**src/rtl/serial_subtractor_8bit.sv**
```systemverilog
// Bit-serial subtractor D = A - B, one bit per clock LSB first, single borrow flop; SUB_SIGNED_OVF_EN adds overflow output V.
// Latency: start accepted at edge k -> busy cycles k+1..k+WIDTH -> done pulse in cycle k+WIDTH+1.
// Backpressure: start is ignored while busy; a start during the done cycle is accepted back-to-back.
module serial_subtractor_8bit #(
    parameter int WIDTH = 8
) (
    input  logic             clk,
    input  logic             rst,
    input  logic             start,
    input  logic [WIDTH-1:0] A,
    input  logic [WIDTH-1:0] B,
    output logic             busy,
    output logic             done,
    output logic [WIDTH-1:0] D,
    output logic             B_out
`ifdef SUB_SIGNED_OVF_EN
    ,
    output logic             V
`endif
);

    localparam int CW = $clog2(WIDTH);

    typedef enum logic [1:0] {
        IDLE = 2'd0,
        BUSY = 2'd1,
        DONE = 2'd2
    } state_t;

    state_t           state;
    state_t           state_nxt;
    logic [WIDTH-1:0] a_sr;
    logic [WIDTH-1:0] b_sr;
    logic [WIDTH-1:0] res_sr;
    logic [CW-1:0]    cnt;
    logic             brw;
    logic             capture;
    logic             last_bit;
    logic             d_bit;
    logic             brw_nxt;

    assign capture  = start && (state != BUSY);
    assign last_bit = (state == BUSY) && (cnt == CW'(WIDTH - 1));

    // Full-subtractor cell applied to the current LSBs.
    assign d_bit   = a_sr[0] ^ b_sr[0] ^ brw;
    assign brw_nxt = (~a_sr[0] & b_sr[0]) | (~(a_sr[0] ^ b_sr[0]) & brw);

    always_ff @(posedge clk) begin
        if (rst) begin
            state <= IDLE;
        end else begin
            state <= state_nxt;
        end
    end

    always_comb begin
        state_nxt = state;
        case (state)
            IDLE:    if (start) state_nxt = BUSY;
            BUSY:    if (last_bit) state_nxt = DONE;
            DONE:    state_nxt = start ? BUSY : IDLE;
            default: state_nxt = IDLE;
        endcase
    end

    always_comb begin
        busy = (state == BUSY);
        done = (state == DONE);
    end

    // D/B_out load on the edge that enters DONE so they are valid alongside the done pulse.
    always_ff @(posedge clk) begin
        if (rst) begin
            a_sr   <= '0;
            b_sr   <= '0;
            res_sr <= '0;
            cnt    <= '0;
            brw    <= 1'b0;
            D      <= '0;
            B_out  <= 1'b0;
        end else if (capture) begin
            a_sr <= A;
            b_sr <= B;
            cnt  <= '0;
            brw  <= 1'b0;
        end else if (state == BUSY) begin
            a_sr   <= a_sr >> 1;
            b_sr   <= b_sr >> 1;
            res_sr <= {d_bit, res_sr[WIDTH-1:1]};
            cnt    <= cnt + CW'(1);
            brw    <= brw_nxt;
            if (last_bit) begin
                D     <= {d_bit, res_sr[WIDTH-1:1]};
                B_out <= brw_nxt;
            end
        end
    end

`ifdef SUB_SIGNED_OVF_EN
    logic a_msb;
    logic b_msb;

    // The shift registers lose the operand sign bits, so they are kept aside for V.
    always_ff @(posedge clk) begin
        if (rst) begin
            a_msb <= 1'b0;
            b_msb <= 1'b0;
            V     <= 1'b0;
        end else if (capture) begin
            a_msb <= A[WIDTH-1];
            b_msb <= B[WIDTH-1];
        end else if (last_bit) begin
            V <= (a_msb ^ b_msb) & (a_msb ^ d_bit);
        end
    end
`endif

endmodule
```
**config.mk**
```make
export PLATFORM = sky130hd
export DESIGN_NAME = serial_subtractor_8bit
export DESIGN_NICKNAME = d
export VERILOG_FILES = /design/src/rtl/serial_subtractor_8bit.sv
export SDC_FILE = /design/constraint.sdc
export NUM_CORES = 1
export LEC_CHECK = 0
export CORE_UTILIZATION = 40
export CTS_BUF_LIST = sky130_fd_sc_hd__clkbuf_8 sky130_fd_sc_hd__clkbuf_16
export CTS_CLUSTER_DIAMETER = 60
export DETAILED_ROUTE_END_ITERATION = 10
export SLEW_MARGIN = 20
export SYNTH_ARGS = -nofsm -noshare
export SYNTH_HDL_FRONTEND = slang
export SYNTH_SLANG_ARGS = --single-unit
```
**constraint.sdc**
```tcl
create_clock -name clk -period 1.5 [get_ports clk]
set_input_delay 0.225 -clock clk [delete_from_list [all_inputs] [get_ports clk]]
set_output_delay 0.225 -clock clk [all_outputs]
set_load 0.03 [all_outputs]
```
# Word level (Yosys, flattened, before mapping)
# Cells that the tools add are included.
[totals]
output_inout_bits = 11
input_bits = 19
regBits = 39
wordCells = 39
[op_classes]
n_addsub = 1
n_mux = 8
n_eq_ne = 6
n_reduce_logical = 8
bitwise = 8
[ops]
columns = ["cell", "count"]
rows = [
  ["$mux 8", 4],
  ["$pmux 2 s3", 1],
  ["$mux 2", 2],
  ["$ne 2x1->1 const B", 2],
  ["$reduce_and 2->1", 2],
  ["$add 3x1->3 const B", 1],
  ["$eq 3x3->1 const B", 1],
  ["$not 1->1", 3],
  ["$reduce_and 3->1", 1],
  ["$and 1x1->1", 2],
  ["$eq 2x1->1 const B", 1],
  ["$eq 2x2->1 const B", 1],
  ["$logic_and 1x1->1", 2],
  ["$logic_not 2->1", 1],
  ["$ne 2x2->1 const B", 1],
  ["$reduce_bool 2->1", 1],
  ["$reduce_or 2->1", 1],
  ["$xor 1x1->1", 2],
  ["$mux 1", 1],
  ["$or 1x1->1", 1],
]

# Depth between registers and ports, before layout
[logic_depth]
word_depth = 4
mapped_depth = 6
ltp_nobuf = 5

# Worst setup path before layout
# OpenSTA, ideal clock, no wires.
[synth_timing]
kind = "register -> register"
startpoint = "reg cnt[0]"
endpoint = "reg B_out"
setup_ps = 144
period_less_slack_ps = 1297
required_ps = 1356
path_buffers = 1
path_stages_with_launch = 7
t_arrival_ps = 1153
path_slack_ps = 203
path_cell_list = "dfxtp_1 -> ha_1 -> ha_1 -> and3b_1 -> buf_4 -> nor2_1 -> a211oi_2"
[synth_via]
elab_chain_len = 3
[synth_lines]
columns = ["item", "line_no", "rtl"]
rows = [
  ["start: declaration", "35", "logic [CW-1:0] cnt;"],
  ["start signal: assignment", "91", "cnt <= cnt + CW'(1);"],
  ["$eq 3x3->1", "43", "assign last_bit = (state == BUSY) && (cnt == CW'(WIDTH - 1));"],
  ["$logic_and 1x1->1", "43", ""],
  ["$reduce_and 3->1 (no source line)", "-", ""],
  ["end signal: assignment", "95", "B_out <= brw_nxt;"],
  ["end: declaration", "15", "output logic B_out"],
]
# Every way passes these cells.
# A chain may end at the register's enable or synchronous reset.

# Worst setup path after layout
[layout_timing]
startpoint = "reg state[0]"
endpoint = "out busy"
[layout_via]
elab_chain_len = 1
[layout_lines]
columns = ["item", "line_no", "rtl"]
rows = [
  ["start: declaration", "30", "state_t state;"],
  ["start signal: assignment", "53", "state <= state_nxt;"],
  ["$eq 2x1->1", "68", "busy = (state == BUSY);"],
  ["end: declaration", "12", "output logic busy,"],
]
# Every way passes these cells.

==> impl_metrics.tcl <==
set metrics [dict create \
    antennaDiodeCount 0 \
    hpwl_um 1980 \
    hold_violations 0 \
    synth_cell_types 24 \
    routed_wirelength_um 2810 \
    path_buf_inv 3 \
    drtAntennaViolNets 0 \
    placement_rows 22 \
    cpPeakStageDelay_ps 330 \
    yosysTopAreaCell "dfxtp_1" \
    placed_cell_area_um2 1950 \
    clk_latency_ps 290 \
    avgSynthCellArea_um2 9.47 \
    first_pass_iters 4 \
    fill_cells 366 \
    numClockSinks 38 \
    vias 1228 \
    die_y_um 65.3 \
    ys_ff_latch 38 \
    fin_crit_sh 0.925 \
    timing.hold.ws_ps 454 \
    finClkSkew_ps 8.35 \
    setup_tns_ps 0 \
    hold_path.class "register to register" \
    status "finished clean" \
    drt_iter0_drc 50 \
    cp_max_fo 9 \
    die_w_um 65.3 \
    fin_ws_ps 113 \
    worstSetupPathType "register to output pin" \
    crit_slowest_cell "dfxtp_1" \
    synth-warning-count 0 \
    viasPerCell 4.95 \
    relSlewSlack 0.761 \
    grt_pass1_wl_um 5110 \
    arrival_ps 1160 \
    antenna_found_initial 0 \
    clkTransAtPathRegs_ps 80 \
    setup_viol 0 \
    core_um2 3740 \
    worst_slew_pin_slew_ps 357 \
    root_buffer "clkbuf_8" \
    power-per-cell-area_nw_per_um2 1160 \
    crit_required_ps 1270 \
    yosysSeqAreaShare 0.475 \
    grt_usage 0.157 \
    max_freq_ghz 0.721 \
    grt_max_degree 33 \
    power.leakage_nw 0.848 \
    maxCapViolCount 0 \
    wl_per_cell_um 11.3 \
    htree_levels 2 \
    die-area_um2 4260 \
    final_util 0.558 \
    max-vdd-ir-drop_v 0.000863 \
    rsz0062_at_grt "no" \
    critPathTopFamily "buffers and inverters" \
    synth_top_area_frac 0.475 \
    cp-start-kind "register" \
    cts_buffers 5 \
    layout_common_cells "dfxtp_1, nand2_1, a21oi_1" \
    fin_crit_ps 1390 \
    endpoint_kind "output pin" \
    dpl_worst_slack_ps 55.5 \
    drcViolationCount 0 \
    start_util 0.427 \
    stdcell_area_um2 2090 \
    gr-total-overflow 0 \
    synth_nets 191 \
    final_nets 221 \
    cts_tree "built" \
    path_common_cell "buf_4" \
    place_congestion 0.729 \
    netlist_instances 169 \
    cts_max_path_buffers 2 \
    post_cts_buffers 0 \
    io_pins 30 \
    netlist_area_um2 1600 \
    final_common_cell "dfxtp_1" \
    drive_gt1_frac 0.145 \
    yosys-top-cells-area "dfxtp_1, mux2i_1, a211oi_2, nand2_1, a21oi_1" \
    critical_path.cell_chain "buf_4 -> nand2b_4 -> inv_4 -> buf_4" \
    area_delta_synth_final_pct 30.5 \
    grt_pass1_vias 1239 \
    maxSlewViolCount 0 \
    port_buffers 29 \
]
==> layer usage <==
layer	share of wire	global-route usage	wire [µm]	up-vias
met4	0.012	0.0707	35	0
li1	-	-	-	636
met3	0.049	0.0573	138	4
met1	0.45	0.171	1270	560
met2	0.49	0.271	1360	28
met5	0	0	0	-
==> cells by family after synthesis <==
kind of cell,count (synthesis),share of synthesized area
flip-flops,38,0.475
AND/OR/NAND/NOR,61,0.170
adder cells (fa/ha/maj),3,0.0281
buffers and inverters,16,0.0571
AO/OA/AOI/OAI,35,0.170
multiplexers,16,0.100
==> registers in the layout, summed over array words and instances, names as in the netlist <==
signal,cells
cnt,3
D,8
res_sr,7
b_sr,8
B_out,1
a_sr,8
state,2
brw,1
==> per-stage QoR <==
step | total power [mW] | std cells
2_1_floorplan | 1.29 | 169
3_3_place_gp | 1.38 | 240
3_5_place_dp | 1.39 | 240
4_1_cts | 2.45 | 248
5_1_grt | 2.52 | 248
6_report | 2.42 | 248
==> synthesized netlist by cell type <==
master     count
inv_2          1
ha_1           2
buf_2          4
nor2b_1        1
clkbuf_1       1
nand2_1       32
and3b_1        1
dfxtp_1       38
nand2b_4       1
buf_4          3
buf_1          2
fa_1           1
nand2b_1       2
buf_6          2
a211oi_1       4
nand3b_1       4
inv_1          3
mux2i_1       16
a21oi_1       19
nor3_1         2
or3_1          1
nor2_1        17
a211oi_2      11
a2bb2oi_1      1
==> worst min-delay path, delay by kind of cell, from the launching register on <==
family | cells | cell delay, ps
AO/OA/AOI/OAI | 1 | 50
flip-flops | 1 | 310
AND/OR/NAND/NOR | 1 | 50
==> report_power, final <==
part	leakage [nW]	switching [mW]	internal, mW
registers	0.310	0.0250	1.06
logic	0.466	0.135	0.143
clock network	0.0714	0.349	0.709
total	0.848	0.509	1.91
==> cell type report <==
type                            instances  area [µm²]  area share
Timing Repair Buffer                   35         358       0.171
Clock inverter                          2        60.1      0.0288
Clock buffer                            6        82.6      0.0395
Tap cell                               48        60.1      0.0288
Inverter                                4        17.5     0.00839
Sequential cell                        38         761       0.364
Multi-Input combinational cell        115         749       0.359
==> timing repair <==
item	in CTS	in global routing
pin swaps	0	0
hold buffers	0	0
resized for setup	10	2
endpoints found under the setup margin	10	5
==> path summary, 6_finish.rpt <==
path,start,end,slack [ps],cells past startpoint
worst max-delay path,state[0],busy,110,4
worst min register to register,D[3],D[3],450,2
worst min-delay path,D[3],D[3],450,2
worst max register to register,cnt[0],B_out,170,5
No activity file was read; power rests on OpenSTA's default activity.
